==> src/rtl/sub8u_pkg.sv <==
// sub8u_pkg: shared width defaults and FSM state type for the serial recovery unit
package sub8u_pkg;
  localparam int DEF_W = 8;
  localparam int CNT_W = $clog2(DEF_W + 1);
  typedef enum logic [1:0] {IDLE, RUN, DONE} state_t;
endpackage

==> src/rtl/fsub1.sv <==
// fsub1: combinational 1-bit full subtractor
module fsub1 (
  input  logic s,
  input  logic a,
  input  logic bin,
  output logic d,
  output logic bout
);
  assign d = s ^ a ^ bin;
  assign bout = (~s & a) | (~(s ^ a) & bin);
endmodule

==> src/rtl/sub8u_serial_recover.sv <==
// sub8u_serial_recover: bit-serial B = S - A recovery with adder-consistency flag
module sub8u_serial_recover
  import sub8u_pkg::*;
#(
  parameter int W = DEF_W
) (
  input  logic         clk,
  input  logic         rst_n,
  input  logic         in_valid,
  output logic         in_ready,
  input  logic [W:0]   sum_i,
  input  logic [W-1:0] a_i,
  output logic         out_valid,
  input  logic         out_ready,
  output logic [W-1:0] b_o,
  output logic         err_o,
  output logic         busy_o
);
  localparam int CW = $clog2(W + 1);
  state_t state, state_n;
  logic [W:0] s_sh, a_sh, diff;
  logic [CW-1:0] cnt;
  logic bor, d, bout, last;
  assign last = cnt == CW'(W);
  assign in_ready = state == IDLE;
  assign out_valid = state == DONE;
  assign busy_o = state != IDLE;
  fsub1 u_fsub (.s(s_sh[0]), .a(a_sh[0]), .bin(bor), .d(d), .bout(bout));
  // state register
  always_ff @(posedge clk or negedge rst_n)
    if (!rst_n) state <= IDLE;
    else state <= state_n;
  // next state: accept in IDLE, W+1 serial steps in RUN, hold DONE until consumed
  always_comb
    state_n = state == IDLE ? (in_valid ? RUN : IDLE) :
              state == RUN  ? (last ? DONE : RUN) :
              (out_ready ? IDLE : DONE);
  // serial datapath; the last step's difference bit and borrow go straight to the result registers
  always_ff @(posedge clk or negedge rst_n)
    if (!rst_n) begin
      s_sh <= '0;
      a_sh <= '0;
      diff <= '0;
      cnt <= '0;
      bor <= 1'b0;
      b_o <= '0;
      err_o <= 1'b0;
    end else if (state == IDLE && in_valid) begin
      s_sh <= sum_i;
      a_sh <= {1'b0, a_i};
      diff <= '0;
      cnt <= '0;
      bor <= 1'b0;
    end else if (state == RUN) begin
      s_sh <= s_sh >> 1;
      a_sh <= a_sh >> 1;
      diff <= {d, diff[W:1]};
      cnt <= cnt + CW'(1);
      bor <= bout;
      if (last) begin
        b_o <= diff[W:1];
        err_o <= bout | d;
      end
    end
endmodule

==> config.mk <==
export PLATFORM = sky130hd
export DESIGN_NAME = sub8u_serial_recover
export DESIGN_NICKNAME = d
export VERILOG_FILES = /design/src/rtl/sub8u_pkg.sv /design/src/rtl/fsub1.sv /design/src/rtl/sub8u_serial_recover.sv
export SDC_FILE = /design/constraint.sdc
export NUM_CORES = 1
export LEC_CHECK = 0
export BUFFER_PORTS_ARGS = -buffer_cell sky130_fd_sc_hd__clkbuf_2
export CORE_MARGIN = 10
export CORE_UTILIZATION = 49
export DETAILED_ROUTE_END_ITERATION = 16
export HOLD_SLACK_MARGIN = 0.15
export PLACE_DENSITY = 0.75
export SLEW_MARGIN = 5
export SYNTH_ARGS = -nofsm -noshare
export SYNTH_HDL_FRONTEND = slang
export SYNTH_HIERARCHICAL = 1
export SYNTH_SLANG_ARGS = --single-unit
export TNS_END_PERCENT = 20
==> constraint.sdc <==
create_clock -name clk -period 1.61 [get_ports clk]
set_input_delay 0 -clock clk [delete_from_list [all_inputs] [get_ports clk]]
set_output_delay 0 -clock clk [all_outputs]
set_load 0.02 [all_outputs]
## Yosys cells after proc, flatten, opt, wreduce, memory -nomap -nowiden

Index checks and enable logic that the tools add are counted.

| storage, ports and cells | value |
|---|---|
| bits in latches | 0 |
| logic and storage cells | 41 |
| input bits | 21 |
| flip-flop bits (word level) | 43 |
| memory bits (writable) | 0 |
| memory bits (read-only) | 0 |
| memories | 0 |
| output and inout bits | 12 |

| cells by class | value |
|---|---|
| magnitude comparators | 0 |
| multiplexer cells | 15 |
| equality and inequality tests | 3 |
| div/mod/pow operators | 0 |
| $add $sub $neg | 1 |
| bitwise logic cells | 9 |
| $mul | 0 |
| reductions and logical operators | 5 |
| shift operators | 0 |

Operators with widths:

| operator | number |
|---|---|
| 2-to-1 mux 9 bit | 6 |
| 2-to-1 mux 2 bit | 4 |
| 2-to-1 mux 4 bit | 2 |
| adder 4 x 1 -> 4 bit, second input constant | 1 |
| equality test 4 bit, second input constant | 1 |
| nonzero test 2 bit | 2 |
| 2-to-1 mux 1 bit | 3 |
| NOT 1 bit | 3 |
| AND reduction 3 bit | 1 |
| AND 1 bit | 2 |
| equality test 2 x 1 -> 1 bit, second input constant | 1 |
| equality test 2 bit, second input constant | 1 |
| zero test 2 bit | 1 |
| bitwise OR 1 bit | 2 |
| bitwise XOR 1 bit | 2 |
| logical AND 1 bit | 1 |

## Logic depth before layout (Yosys ltp)

| logic depth | value |
|---|---|
| word-level depth | 6 |
| gate-level depth with buffers | 6 |

## By module

Netlist, hierarchy kept.

Modules (own cells, without submodules):

| module | times used | area each (um2) | cells each |
|---|---|---|---|
| sub8u_serial_recover | 1 | 1752.9 | 168 |
| fsub1 | 1 | 31.3 | 4 |

## Worst setup path before layout

Ideal clock, no wire load.

| timing path | value |
|---|---|
| kind | reg-to-reg |
| start | reg state[1] |
| end | reg b_o[0] |
| cell stages (with the launch flop) | 6 |
| arrival time | 1.445 ns |
| required time | 1.485 ns |
| path slack | 0.041 ns |
| path through | dfrtp_1 > buf_6 > nand2b_4 > buf_6 > nor3_4 > mux2_2 |

| on the way | value |
|---|---|
| longest elaborated chain between the ends | 4 |

Ends and longest elaborated chain:

| item | RTL line | source |
|---|---|---|
| from (decl) | sub8u_serial_recover.sv:20 | `state_t state, state_n;` |
| from (signal assigned) | sub8u_serial_recover.sv:32 | `else state <= state_n;` |
| zero test 2 bit | sub8u_serial_recover.sv:48 | `end else if (state == IDLE && in_valid) begin` |
| logical AND 1 bit | sub8u_serial_recover.sv:48 |  |
| NOT 1 bit (no line) | -- |  |
| AND reduction 3 bit (no line) * | -- |  |
| to (signal assigned) | sub8u_serial_recover.sv:61 | `b_o <= diff[W:1];` |
| to (decl) | sub8u_serial_recover.sv:15 | `output logic [W-1:0] b_o,` |

Mark *: on every way between the ends. The rest lies on a longest branch, timed or not.
A chain may end at the register's enable or synchronous reset.

## Worst setup path in the final report

| timing path | value |
|---|---|
| start | reg cnt[0] |
| end | reg b_o[1] |

| on the way | value |
|---|---|
| longest elaborated chain between the ends | 2 |

Ends and longest elaborated chain:

| item | RTL line | source |
|---|---|---|
| from (decl) | sub8u_serial_recover.sv:22 | `logic [CW-1:0] cnt;` |
| from (signal assigned) | sub8u_serial_recover.sv:58 | `cnt <= cnt + CW'(1);` |
| equality test 4 bit | sub8u_serial_recover.sv:24 | `assign last = cnt == CW'(W);` |
| AND reduction 3 bit (no line) | -- |  |

Every way passes these cells.

==> flow_metrics.env <==
export IMPL_ff_latch_area_um2=1030
export IMPL_post_synth_top_count_cell="nand2_1"
export IMPL_dpl_worst_slack_ns=-0.0193
export IMPL_via_per_inst=5.03
export IMPL_synth_warnings=6
export IMPL_synth_top_cell_by_area="dfrtp_1"
export IMPL_cts_tree="yes"
export IMPL_synth_seq_area_share_pct=57.5
export IMPL_worst_endpoint_required_ns=1.85
export IMPL_met2_usage_pct=21.0
export IMPL_setup_violations_final=0
export IMPL_comb_power_share_pct=42.8
export IMPL_floorplan_die_area_um2=6450
export IMPL_clk_pin_slew_worst_paths_ns=0.11
export IMPL_final_period_minus_worst_setup_slack_ns=1.52
export IMPL_power_clock_fraction_pct=12.9
export IMPL_numCtsBuffers=5
export IMPL_largest_net_degree_at_the_start_of_global_routing=28
export IMPL_grt_most_used_layer="met2"
export IMPL_worst_slew_margin_rel_pct=57.2
export IMPL_power_switching_mw=1.57
export IMPL_top_ports=33
export IMPL_grt_pass1_wl_mm=6.54
export IMPL_die_height_um=80.3
export IMPL_critPathCaptureType="flop"
export IMPL_max_vdd_ir_drop_mv=0.852
export IMPL_drtIter0Drc=114
export IMPL_area_of_combinational_cells_with_multiple_inputs_um2=674
export IMPL_number_of_global_route_vias_before_repair=1468
export IMPL_synth_seq_cells=41
export IMPL_power_switching_fraction_pct=39.8
export IMPL_clockBufferDepth=2
export IMPL_antenna_found_initial=0
export IMPL_slew_viol_final=0
export IMPL_internal_power_mw=2.38
export IMPL_numPortBuffers=32
export IMPL_tightest_slew_ns=0.642
export IMPL_min_period_over_period_pct=94.6
export IMPL_clk_insertion_delay_late_ns=0.34
export IMPL_h_tree_levels=2
export IMPL_synthesis_nets=196
export IMPL_final_fill_count=294
export IMPL_detailedRoute_firstPassIterationCount=4
export IMPL_post_cts_buffers=0
export IMPL_synth_enable_flop_cells=0
export IMPL_crit_path_max_fanout=8
export IMPL_rr_startpoint="cnt[0]"
export IMPL_worst_clock_skew_ns=0.00209
export IMPL_power_share_sequential_pct=44.3
export IMPL_reg2reg_slack_ns=0.09
export IMPL_drt_total_wl_mm=3.75
export IMPL_area_growth_pct=28.1
export IMPL_global_routing_usage_summed_across_all_routing_layers_pct=12.7
export IMPL_critical_path_startpoint="cnt[0]"
export IMPL_fin_setup_tns_ns=0
export IMPL_report_final_hold_viol_count=0
export IMPL_fp_row_count=21
export IMPL_post_route_cells_drive_above_1_share_pct=27.2
export IMPL_syn_area_cell_um2=10.4
export IMPL_yosys_top_cells_area="dfrtp_1, nand2_1, a22oi_1, mux2_2, nand3_1"
export IMPL_fmaxAchievable_ghz=0.656
export IMPL_crit_path_cell_trace="inv_1 > ha_1 > nand2_1 > nor3_4 > buf_4 > mux2_2"
export IMPL_netlist_area_um2=1780
export IMPL_critPathKind="reg2reg"
export IMPL_crit_slowest_cell="dfrtp_1"
export IMPL_worst_slack_ns=0.0863
export IMPL_run_status="complete, no violations"
export IMPL_place_detailed_hpwl_mm=2.65
export IMPL_grt_overflow=0
export IMPL_hold_path_class="in2async"
export IMPL_core_region_area_um2=3420
export IMPL_asyncSetResetFlopFracSynth_pct=100
export IMPL_gp_routability_congestion=0.748
export IMPL_largest_stage_delay_worst_path_ns=0.44
export IMPL_cts_sinks=41
export IMPL_grt_setup_unrepaired="false"
export IMPL_gr_usage_met3_pct=5.01
export IMPL_synth_cells_most_frequent="nand2_1, dfrtp_1, a22oi_1"
export IMPL_diodes=0
export IMPL_cap_violations=0
export IMPL_r2r_end="b_o[1]"
export IMPL_dr_total_vias=1398
export IMPL_initial_utilization_pct=52.2
export IMPL_crit_arrival_ns=1.76
export IMPL_place_inst=251
export IMPL_postSynth_topFlopCell="dfrtp_1"
export IMPL_area_share_of_the_largest_cell_type_after_synthesis_pct=57.5
export IMPL_final_cells=278
export IMPL_worst_r2r_cell_count=6
export IMPL_powerDensity_nw_per_um2=1730
export IMPL_cellLeakagePower_nw=1.21
export IMPL_syn_inst=172
export IMPL_nNetsFinal=256
export IMPL_cts_root_buffer="clkbuf_4"
export IMPL_drc=0
export IMPL_ys_types=28
export IMPL_drtAntennaViolNets=0
export IMPL_grt_util_met1_pct=14.6
export IMPL_avgRoutedWirePerCell_um=13.5
export IMPL_fp_dieW_um=80.3
export IMPL_startpoint_type_of_the_worst_setup_path="flop"
registers in the layout (all words and copies together) (netlist names):
| name | flops |
|---|---|
| b_o | 8 |
| state | 2 |
| cnt | 4 |
| err_o | 1 |
| bor | 1 |
| diff | 8 |
| a_sh | 8 |
| s_sh | 9 |
how the worst max path moves through the flow:
stage	slack, ns	endpoint
final	0.09	b_o[1]
after global placement	0.08	a_sh[4]
after floorplan	0.04	b_o[0]
after global routing	0.008	b_o[2]
after detailed placement	-0.02	s_sh[3]
after CTS	0.05	b_o[1]
repair_timing:
item	in CTS	in global routing
resized for setup	1	0
hold buffers	20	0
endpoints found under the setup margin	10	0
endpoints found under the hold margin	59	0
power groups by stage:
stage	registers, mW	clock network [mW]	logic (mW)
2_1_floorplan	1.82	0	1.10
3_3_place_gp	1.75	0	1.60
3_5_place_dp	1.77	0	1.66
4_1_cts	1.75	0.532	1.71
5_1_grt	1.82	0.566	1.91
6_report	1.75	0.512	1.69
stage by stage:
step	util, %	power (mW)	area [um^2]	hold WS [ns]
finish	66.9	3.96	2290	0.196
global route	66.9	4.30	2290	0.234
CTS	66.9	4.00	2290	0.209
detailed placement	59.3	3.44	2030	0.0568
global placement	59.3	3.34	2030	0.0453
floorplan	-	2.93	1780	-0.296
logic make-up (layout without fill, tap and decap cells):
logic type      after synthesis  count (layout)  share of synthesized area, %
flops                        41              41                          57.5
fa+ha+maj                     3               3                          2.52
simple gates                 78              78                          20.0
compound gates               22              22                          8.98
xor+xnor                      1               1                         0.491
mux                           9               9                          5.61
buf+inv                      18              78                          4.91
cell type report:
class	instances	area share (%)
Sequential cell	41	44.9
Multi-Input combinational cell	113	29.5
Timing Repair Buffer	63	19.4
Tap cell	46	2.52
Clock buffer	7	2.41
Inverter	8	1.31
routing by layer:
layer	wire length, um	part of all wire, %	vias to the layer above
met2	1840	49	39
met3	279	7.4	4
li1	-	-	690
met1	1600	43	665
met5	0	0	-
met4	21	0.56	0
critical path, delay by kind of cell (launching register included):
kind	cells	cell delay [ns]
adder cells (fa/ha/maj)	1	0.14
AND/OR/NAND/NOR	2	0.22
buffers and inverters	2	0.28
multiplexers	1	0.35
flip-flops	1	0.44
cell usage in the layout (no fill, tap or decap):
cell / Yosys / final
buf_4: 0 / 11
o21ai_0: 2 / 2
fa_1: 1 / 1
a21o_1: 1 / 1
nor3_4: 1 / 1
mux2_2: 8 / 8
inv_1: 8 / 8
clkbuf_4: 0 / 5
clkbuf_2: 0 / 32
nor2_1: 2 / 2
nand2_1: 56 / 56
xor2_1: 1 / 1
ha_1: 2 / 2
dfrtp_1: 41 / 41
o21bai_2: 0 / 1
o31ai_1: 2 / 2
nor2b_1: 1 / 1
dlygate4sd3_1: 0 / 20
nand2b_4: 1 / 1
clkbuf_1: 3 / 1
nand3b_1: 1 / 1
clkbuf_8: 0 / 1
or3b_2: 1 / 1
nor3b_2: 1 / 1
a22oi_1: 15 / 15
mux2i_1: 1 / 1
or2_2: 1 / 1
and2b_1: 1 / 1
nand3_1: 12 / 12
o211ai_1: 1 / 1
Note: power is estimated with default switching activity, not from simulation.
